[src/rtl/storeenc_if.sv]
// Store-request and data-memory write bundle for storeenc.
// slave is the storeenc side; master is the upstream stage plus memory.
interface storeenc_if #(
    parameter int MP_DATA_WIDTH = 32,
    parameter int MP_ADDR_WIDTH = 32
);
    logic                     ivalid;
    logic                     oready;
    logic [MP_ADDR_WIDTH-1:0] iaddr;
    logic [MP_DATA_WIDTH-1:0] iwdata;
    logic [2:0]               ifunct3;
    logic                     omem_req;
    logic                     imem_ack;
    logic [MP_ADDR_WIDTH-1:0] omem_addr;
    logic [MP_DATA_WIDTH-1:0] omem_wdata;
    logic [3:0]               omem_be;
    logic                     odone;
    logic                     oerr;

    modport slave (
        input  ivalid, iaddr, iwdata, ifunct3, imem_ack,
        output oready, omem_req, omem_addr, omem_wdata, omem_be, odone, oerr
    );

    modport master (
        output ivalid, iaddr, iwdata, ifunct3, imem_ack,
        input  oready, omem_req, omem_addr, omem_wdata, omem_be, odone, oerr
    );
endinterface

[src/rtl/storeenc.sv]
// Store encoder: word-aligns the address, lane-rotates data/byte enables and runs the
// memory write handshake. Optional STOREENC_ALIGN_CHECK_EN rejects misaligned sh/sw.
module storeenc #(
    parameter int MP_DATA_WIDTH = 32,
    parameter int MP_ADDR_WIDTH = 32,
    parameter int MP_TIMEOUT    = 16
) (
    input  logic       iclk,
    input  logic       irst,
    storeenc_if.slave  bus
);
    localparam int CNT_W = $clog2(MP_TIMEOUT);

    typedef enum logic [1:0] {S_IDLE, S_REQ, S_DONE} state_e;

    state_e                   state_q, state_d;
    logic [MP_ADDR_WIDTH-1:0] addr_q,  addr_d;
    logic [MP_DATA_WIDTH-1:0] wdata_q, wdata_d;
    logic [3:0]               be_q,    be_d;
    logic                     err_q,   err_d;
    logic [CNT_W-1:0]         cnt_q,   cnt_d;

    logic [1:0]               off;
    logic                     legal;
    logic                     reject;
    logic [MP_DATA_WIDTH-1:0] base_data, enc_data;
    logic [3:0]               base_be,   enc_be;

    // sw ignores the offset, so it is forced to zero before rotating.
    always_comb begin
        base_data = '0;
        base_be   = 4'b0000;
        legal     = 1'b1;
        off       = bus.iaddr[1:0];
        case (bus.ifunct3)
            3'b000: begin
                base_data = {24'b0, bus.iwdata[7:0]};
                base_be   = 4'b0001;
            end
            3'b001: begin
                base_data = {16'b0, bus.iwdata[15:0]};
                base_be   = 4'b0011;
            end
            3'b010: begin
                base_data = bus.iwdata;
                base_be   = 4'b1111;
                off       = 2'd0;
            end
            default: legal = 1'b0;
        endcase

        case (off)
            2'd1:    begin enc_data = {base_data[23:0], base_data[31:24]}; enc_be = {base_be[2:0], base_be[3]};   end
            2'd2:    begin enc_data = {base_data[15:0], base_data[31:16]}; enc_be = {base_be[1:0], base_be[3:2]}; end
            2'd3:    begin enc_data = {base_data[7:0],  base_data[31:8]};  enc_be = {base_be[0],   base_be[3:1]}; end
            default: begin enc_data = base_data;                           enc_be = base_be;                      end
        endcase
    end

`ifdef STOREENC_ALIGN_CHECK_EN
    logic misalign;
    assign misalign = ((bus.ifunct3 == 3'b001) && (bus.iaddr[1:0] == 2'd3)) ||
                      ((bus.ifunct3 == 3'b010) && (bus.iaddr[1:0] != 2'd0));
    assign reject   = !legal || misalign;
`else
    assign reject   = !legal;
`endif

    // NOTE: sequential state uses non-blocking assignments so every flop samples pre-edge values.
    always_ff @(posedge iclk) begin
        if (irst) begin
            state_q <= S_IDLE;
            addr_q  <= '0;
            wdata_q <= '0;
            be_q    <= 4'b0000;
            err_q   <= 1'b0;
            cnt_q   <= '0;
        end else begin
            state_q <= state_d;
            addr_q  <= addr_d;
            wdata_q <= wdata_d;
            be_q    <= be_d;
            err_q   <= err_d;
            cnt_q   <= cnt_d;
        end
    end

    always_comb begin
        state_d = state_q;
        addr_d  = addr_q;
        wdata_d = wdata_q;
        be_d    = be_q;
        err_d   = err_q;
        cnt_d   = cnt_q;
        case (state_q)
            S_IDLE: begin
                if (bus.ivalid) begin
                    addr_d  = {bus.iaddr[MP_ADDR_WIDTH-1:2], 2'b00};
                    wdata_d = enc_data;
                    be_d    = enc_be;
                    cnt_d   = '0;
                    err_d   = reject;
                    state_d = reject ? S_DONE : S_REQ;
                end
            end
            S_REQ: begin
                // An ack in the last allowed cycle still counts as success.
                if (bus.imem_ack) begin
                    err_d   = 1'b0;
                    state_d = S_DONE;
                end else if (cnt_q == CNT_W'(MP_TIMEOUT - 1)) begin
                    err_d   = 1'b1;
                    state_d = S_DONE;
                end else begin
                    cnt_d = cnt_q + 1'b1;
                end
            end
            S_DONE:  state_d = S_IDLE;
            default: state_d = S_IDLE;
        endcase
    end

    always_comb begin
        bus.oready     = (state_q == S_IDLE);
        bus.omem_req   = (state_q == S_REQ);
        bus.omem_be    = (state_q == S_REQ) ? be_q : 4'b0000;
        bus.omem_addr  = addr_q;
        bus.omem_wdata = wdata_q;
        bus.odone      = (state_q == S_DONE);
        bus.oerr       = (state_q == S_DONE) && err_q;
    end
endmodule

[src/flat_wrapper.sv]
// flat-port wrapper written by rule: the top's interface ports become plain ports
module storeenc_flat 
#(
    parameter int MP_DATA_WIDTH = 32,
    parameter int MP_ADDR_WIDTH = 32,
    parameter int MP_TIMEOUT    = 16
)
  (iclk, irst, bus_ivalid, bus_iaddr, bus_iwdata, bus_ifunct3, bus_imem_ack, bus_oready, bus_omem_req, bus_omem_addr, bus_omem_wdata, bus_omem_be, bus_odone, bus_oerr);
  storeenc_if #(.MP_DATA_WIDTH(MP_DATA_WIDTH), .MP_ADDR_WIDTH(MP_ADDR_WIDTH)) bus_i ();
  input  logic iclk;
  input  logic irst;
  input wire logic [$bits(bus_i.ivalid)-1:0] bus_ivalid;
  input wire logic [$bits(bus_i.iaddr)-1:0] bus_iaddr;
  input wire logic [$bits(bus_i.iwdata)-1:0] bus_iwdata;
  input wire logic [$bits(bus_i.ifunct3)-1:0] bus_ifunct3;
  input wire logic [$bits(bus_i.imem_ack)-1:0] bus_imem_ack;
  output wire logic [$bits(bus_i.oready)-1:0] bus_oready;
  output wire logic [$bits(bus_i.omem_req)-1:0] bus_omem_req;
  output wire logic [$bits(bus_i.omem_addr)-1:0] bus_omem_addr;
  output wire logic [$bits(bus_i.omem_wdata)-1:0] bus_omem_wdata;
  output wire logic [$bits(bus_i.omem_be)-1:0] bus_omem_be;
  output wire logic [$bits(bus_i.odone)-1:0] bus_odone;
  output wire logic [$bits(bus_i.oerr)-1:0] bus_oerr;
  assign bus_i.ivalid = bus_ivalid;
  assign bus_i.iaddr = bus_iaddr;
  assign bus_i.iwdata = bus_iwdata;
  assign bus_i.ifunct3 = bus_ifunct3;
  assign bus_i.imem_ack = bus_imem_ack;
  assign bus_oready = bus_i.oready;
  assign bus_omem_req = bus_i.omem_req;
  assign bus_omem_addr = bus_i.omem_addr;
  assign bus_omem_wdata = bus_i.omem_wdata;
  assign bus_omem_be = bus_i.omem_be;
  assign bus_odone = bus_i.odone;
  assign bus_oerr = bus_i.oerr;
  storeenc #(.MP_DATA_WIDTH(MP_DATA_WIDTH), .MP_ADDR_WIDTH(MP_ADDR_WIDTH), .MP_TIMEOUT(MP_TIMEOUT)) u_core (.iclk(iclk), .irst(irst), .bus(bus_i));
endmodule
[config.mk]
export PLATFORM = sky130hd
export DESIGN_NAME = storeenc_flat
export DESIGN_NICKNAME = d
export VERILOG_FILES = /design/src/rtl/storeenc_if.sv /design/src/rtl/storeenc.sv /design/src/flat_wrapper.sv
export SDC_FILE = /design/constraint.sdc
export NUM_CORES = 1
export LEC_CHECK = 0
export ABC_CLOCK_PERIOD_IN_PS = 3200
export CORE_ASPECT_RATIO = 1.25
export CORE_MARGIN = 2
export CORE_UTILIZATION = 67
export CTS_BUF_LIST = sky130_fd_sc_hd__clkbuf_16
export DETAILED_ROUTE_END_ITERATION = 6
export DONT_BUFFER_PORTS = 1
export GPL_TIMING_DRIVEN = 1
export PLACE_DENSITY = 0.83
export SYNTH_ARGS = -nofsm -noshare
export SYNTH_HDL_FRONTEND = slang
export SYNTH_SLANG_ARGS = --single-unit
export TNS_END_PERCENT = 30
[constraint.sdc]
create_clock -name iclk -period 3.2 [get_ports iclk]
set_input_delay 0.96 -clock iclk [delete_from_list [all_inputs] [get_ports iclk]]
set_output_delay 0.96 -clock iclk [all_outputs]
set_load 0.01 [all_outputs]
After elaboration in Yosys (flattened, before gate mapping)
Index checks and enable logic that the tools add are counted.
- output and inout bits: 72
- bits in registers: 73
- input port bits: 71
- $add $sub $neg: 1
- reductions and logical operators: 10
- eq/ne operators: 12
- mux-type cells: 20
- operators by type and width (operator ; number):
    $pmux W32 S3 ; 2
    $pmux W4 S3 ; 2
    $mux W4 ; 4
    $mux W2 ; 5
    $pmux W4 S2 ; 1
    $eq A2 B2 Y1 const B ; 3
    $ne A2 B2 Y1 const B ; 3
    $add A4 B1 Y4 const B ; 1
    $eq A2 B1 Y1 const B ; 2
    $eq A4 B4 Y1 const B ; 1
    $mux W1 ; 4
    $pmux W2 S2 ; 1
    $reduce_and A2 Y1 ; 2
    $reduce_and A4 Y1 ; 1
    $eq A3 B1 Y1 const B ; 1
    $eq A3 B2 Y1 const B ; 1
    $logic_not A3 Y1 ; 1
    $ne A3 B2 Y1 const B ; 1
    $reduce_and A3 Y1 ; 1
    $reduce_or A3 Y1 ; 1
    $logic_not A2 Y1 ; 1
    $pmux W1 S2 ; 1
    $reduce_bool A2 Y1 ; 1
    $logic_and A1 B1 Y1 ; 1
    $logic_not A1 Y1 ; 1

Logic depth before layout (Yosys ltp)
- depth in word-level cells: 6
- gate-level depth with buffers: 7
- depth with buffers taken out: 4

Worst setup path after synthesis
Ideal clock, no wire load.
- path type: input-to-reg
- from: input port bus_iaddr[1]
- to: register u_core.wdata_q[10] (netlist: u_core.bus.omem_wdata[10])
- data arrival time: 2048 ps
- path slack: 1082 ps
- required time: 3130 ps
- library setup time: 70 ps
- stages: 4
- path through: buf_2 nor4b_1 o21ai_0 a21oi_1
- cells in the longest elaborated chain, start to end: 3
- elaborated cells on any way between the ends: 5
- classes of those cells: eq/ne: 3; mux: 2
- ends and longest elaborated chain (element ; line ; text):
    start: declaration ; flat_wrapper.sv:13 ; input wire logic [$bits(bus_i.iaddr)-1:0] bus_iaddr;
    $mux W2 (*) ; storeenc.sv:35 ; case (bus.ifunct3)
    $eq A2 B2 Y1 / $eq A2 B1 Y1 (equally long branches) ; storeenc.sv:52 ; case (off)
    $pmux W32 S3 (*) ; storeenc.sv:52 ;
    end signal: assignment ; storeenc.sv:81 ; wdata_q <= wdata_d;
    end: declaration ; storeenc.sv:18 ; logic [MP_DATA_WIDTH-1:0] wdata_q, wdata_d;
Mark *: on every way between the ends. The rest lies on a longest branch, timed or not.
A chain may end at the register's enable or synchronous reset.

Worst setup path after layout
- from: register u_core.state_q[0]
- to: output port bus_omem_be[1]
- cells in the longest elaborated chain, start to end: 2
- ends and longest elaborated chain (element ; line ; text):
    start: declaration ; storeenc.sv:16 ; state_e state_q, state_d;
    start signal: assignment ; storeenc.sv:79 ; state_q <= state_d;
    $eq A2 B1 Y1 ; n/a ;
    via bus_omem_req ; flat_wrapper.sv:18 ; output wire logic [$bits(bus_i.omem_req)-1:0] bus_omem_req;
    $mux W4 ; storeenc.sv:126 ; bus.omem_be = (state_q == S_REQ) ? be_q : 4'b0000;
    end: declaration ; flat_wrapper.sv:21 ; output wire logic [$bits(bus_i.omem_be)-1:0] bus_omem_be;
The timed path passes the listed nets, and every way through them passes these cells.

==> impl_metrics.py <==
metrics = {
    "grt": {
        "gr-total-overflow": 0,
        "grt_usage_pct": 33.1,
        "grt_pass1_wl_mm": 13.8,
        "grt_max_degree": 42,
        "grt_pass1_vias": 2902,
        "grt_antenna_before_repair": 0,
    },
    "drt": {
        "via_count": 3120,
        "wl_mm": 9.21,
        "drc": 0,
        "drtAntennaViolNets": 0,
        "drt_pass1_iterations": 5,
        "drt_first_iter_violations": 326,
        "wl_per_cell_um": 19.9,
        "vias_per_cell": 6.74,
    },
    "worst_setup_path": {
        "endpoint": "bus_omem_be[1]",
        "critPathArrivalTime_ns": 1.62,
        "critPathKind": "flop to primary output",
        "r2r_cells": 4,
        "worstSetupStartpointType": "flop",
        "worst_r2r_endpoint": "u_core.bus.omem_wdata[14]$_SDFFE_PP0P_",
        "r2r-start": "u_core.state_q[0]$_SDFFE_PP0P_",
        "startpoint": "u_core.state_q[0]$_SDFFE_PP0P_",
        "worstPathRequired_ns": 2.24,
        "reg2reg_slack_ns": 1.26,
        "crit_path_max_fanout": 12,
        "critPathCaptureType": "primary output",
    },
    "clocking": {
        "cts_hold_buf": 0,
        "root_buffer": "clkbuf_16",
        "cts_sinks": 73,
        "clkSlewWorstSetupHoldPaths_ns": 0.05,
        "insertion_delay_ns": 0.33,
        "h-tree-depth": 3,
        "cts_resized": 0,
        "numCtsBuffers": 9,
        "clockBufferDepth": 2,
        "cts_tree": "yes",
        "cts_setup_buffers": 0,
    },
    "pwr": {
        "power_density_nw_per_um2": 651,
        "ir_drop_mv": 0.551,
        "power_leakage_nw": 1.29,
        "power_w": 0.00234,
    },
    "floorplanning": {
        "io-pin-count": 143,
        "die_area_um2": 5500,
        "initial_core_util_pct": 69.7,
        "rows": 28,
        "die_x_um": 66.7,
        "core-area_um2": 4730,
        "die_y_um": 82.4,
    },
    "placement": {
        "gp_congestion": 0.871,
        "dp_hpwl_mm": 6.15,
        "place_worst_setup_slack_ns": 0.828,
        "io_buffers": 0,
        "place_area_um2": 3280,
    },
    "cells_and_area": {
        "final_common_cell": "a21oi_1",
        "multi_input_area_um2": 1650,
        "seqCellArea_um2": 1460,
        "design_area_um2": 3590,
        "diodes": 0,
        "drive_above_1_share_pct": 7.44,
        "area_growth_syn_to_layout_pct": 8.84,
        "fill_cells": 368,
        "final_cell_mix": "a21oi_1, dfxtp_1, nand2_1",
        "nNetsFinal": 471,
    },
    "synthesis": {
        "avgSynthCellArea_um2": 7.87,
        "synthFlopType": "dfxtp_1",
        "synthCells": 419,
        "yosysSeqAreaShare_pct": 44.3,
        "ys_warn_count": 0,
        "synth-seq-cells": 73,
        "synthArstFlopShare_pct": 0,
        "netlist_area_um2": 3300,
        "ys_types": 46,
        "synth_edf_count": 0,
    },
    "sta": {
        "finalSetupViolations": 0,
        "worst_slack_ns": 0.619,
        "max_slew_margin_pct": 39.5,
        "worst_slew_pin_slew_ns": 0.905,
        "fmax_mhz": 387,
        "finalCritPeriodShare_pct": 80.7,
        "post-route-min-period_ns": 2.58,
        "tns_ns": 0,
        "hold_viol_final": 0,
        "rsz0062_at_grt": "no",
        "slew_violations": 0,
        "skew_ns": 0.00457,
    },
    "run_status": {
        "status": "finished clean",
    },
    "min_path": {
        "hold_path.class": "flop to flop",
    },
    "job": {
        "drv_cap": 0,
    },
}
-- worst min-delay path by stage --
stage / to / depth (start not counted) / slack (ns) / startpoint
detailed placement: u_core.be_q[3]$_SDFFE_PP0P_ / 2 / 0.44 / u_core.be_q[3]$_SDFFE_PP0P_
global route: u_core.be_q[3]$_SDFFE_PP0P_ / 2 / 0.47 / u_core.be_q[3]$_SDFFE_PP0P_
finish: u_core.be_q[3]$_SDFFE_PP0P_ / 2 / 0.45 / u_core.be_q[3]$_SDFFE_PP0P_
floorplan: u_core.err_q$_SDFFE_PP0P_ / 2 / 0.43 / u_core.err_q$_SDFFE_PP0P_
global placement: u_core.be_q[3]$_SDFFE_PP0P_ / 2 / 0.44 / u_core.be_q[3]$_SDFFE_PP0P_
CTS: u_core.be_q[3]$_SDFFE_PP0P_ / 2 / 0.46 / u_core.be_q[3]$_SDFFE_PP0P_
-- registers in the layout (all words and copies together), names as in the netlist --
signal	cells
u_core.cnt_q	4
u_core.bus.omem_wdata	32
u_core.be_q	4
u_core.state_q	2
u_core.bus.omem_addr	30
u_core.err_q	1
-- kinds of logic after synthesis --
group | Yosys count | synth area share, %
flops | 73 | 44.3
other cells | 1 | 0.114
fa+ha+maj | 1 | 0.379
buf+inv | 46 | 6.00
compound gates | 184 | 31.0
mux | 1 | 0.304
simple gates | 113 | 17.9
-- layer usage --
layer	global-route usage, %	wire length, um	vias up
li1	-	-	1453
met1	37.8	3320	1428
met2	53.8	4530	203
met3	11.4	985	36
met4	19.2	372	0
met5	0	0	-
-- cell usage after synthesis (all sizes together), types with 2 or more instances --
cell type | instances | area share [%]
a31oi | 3 | 0.57
o21ai | 52 | 7.9
nor4b | 2 | 0.72
clkbuf | 27 | 3.1
nand3b | 3 | 0.68
or3b | 2 | 0.53
nand2 | 62 | 7.1
nor3 | 2 | 0.30
and3 | 2 | 0.38
nor2b | 13 | 2.5
nor4bb | 2 | 0.61
a21oi | 99 | 15
or3 | 2 | 0.38
a32oi | 15 | 4.0
and2 | 6 | 1.1
nor2 | 5 | 0.57
nor3b | 4 | 1.2
o211ai | 6 | 1.4
buf | 16 | 2.5
nand3 | 2 | 0.30
dfxtp | 73 | 44
nor4 | 2 | 0.57
inv | 3 | 0.34
a211oi | 2 | 0.46
-- layout make-up --
type / count / share of cell area, %
clock buffers: 9 / 6.28
well taps: 60 / 2.09
multi-input cells: 301 / 45.9
flip-flops and latches: 73 / 40.7
clock inverters: 6 / 2.37
repair buffers: 11 / 2.30
inverters: 3 / 0.314
-- where the power goes --
group	leakage [nW]	internal, W	switching, W	total (W)
Combinational	0.538	0.0000842	0.000148	0.000232
Sequential	0.600	0.000980	0.0000783	0.00106
Clock	0.153	0.000675	0.000371	0.00105
-- critical path, cell delays in order (launching register included) --
cell	delay, ns
dfxtp_1	0.55
nor2b_1	0.33
buf_4	0.21
and2_1	0.20
-- stage by stage --
step	hold slack [ns]	util [%]	cells
2_1_floorplan	0.430	-	420
3_3_place_gp	0.437	69.3	448
3_5_place_dp	0.443	69.3	448
4_1_cts	0.460	75.9	463
5_1_grt	0.474	75.9	463
6_report	0.453	75.9	463
(Power assumes the default switching activity.)
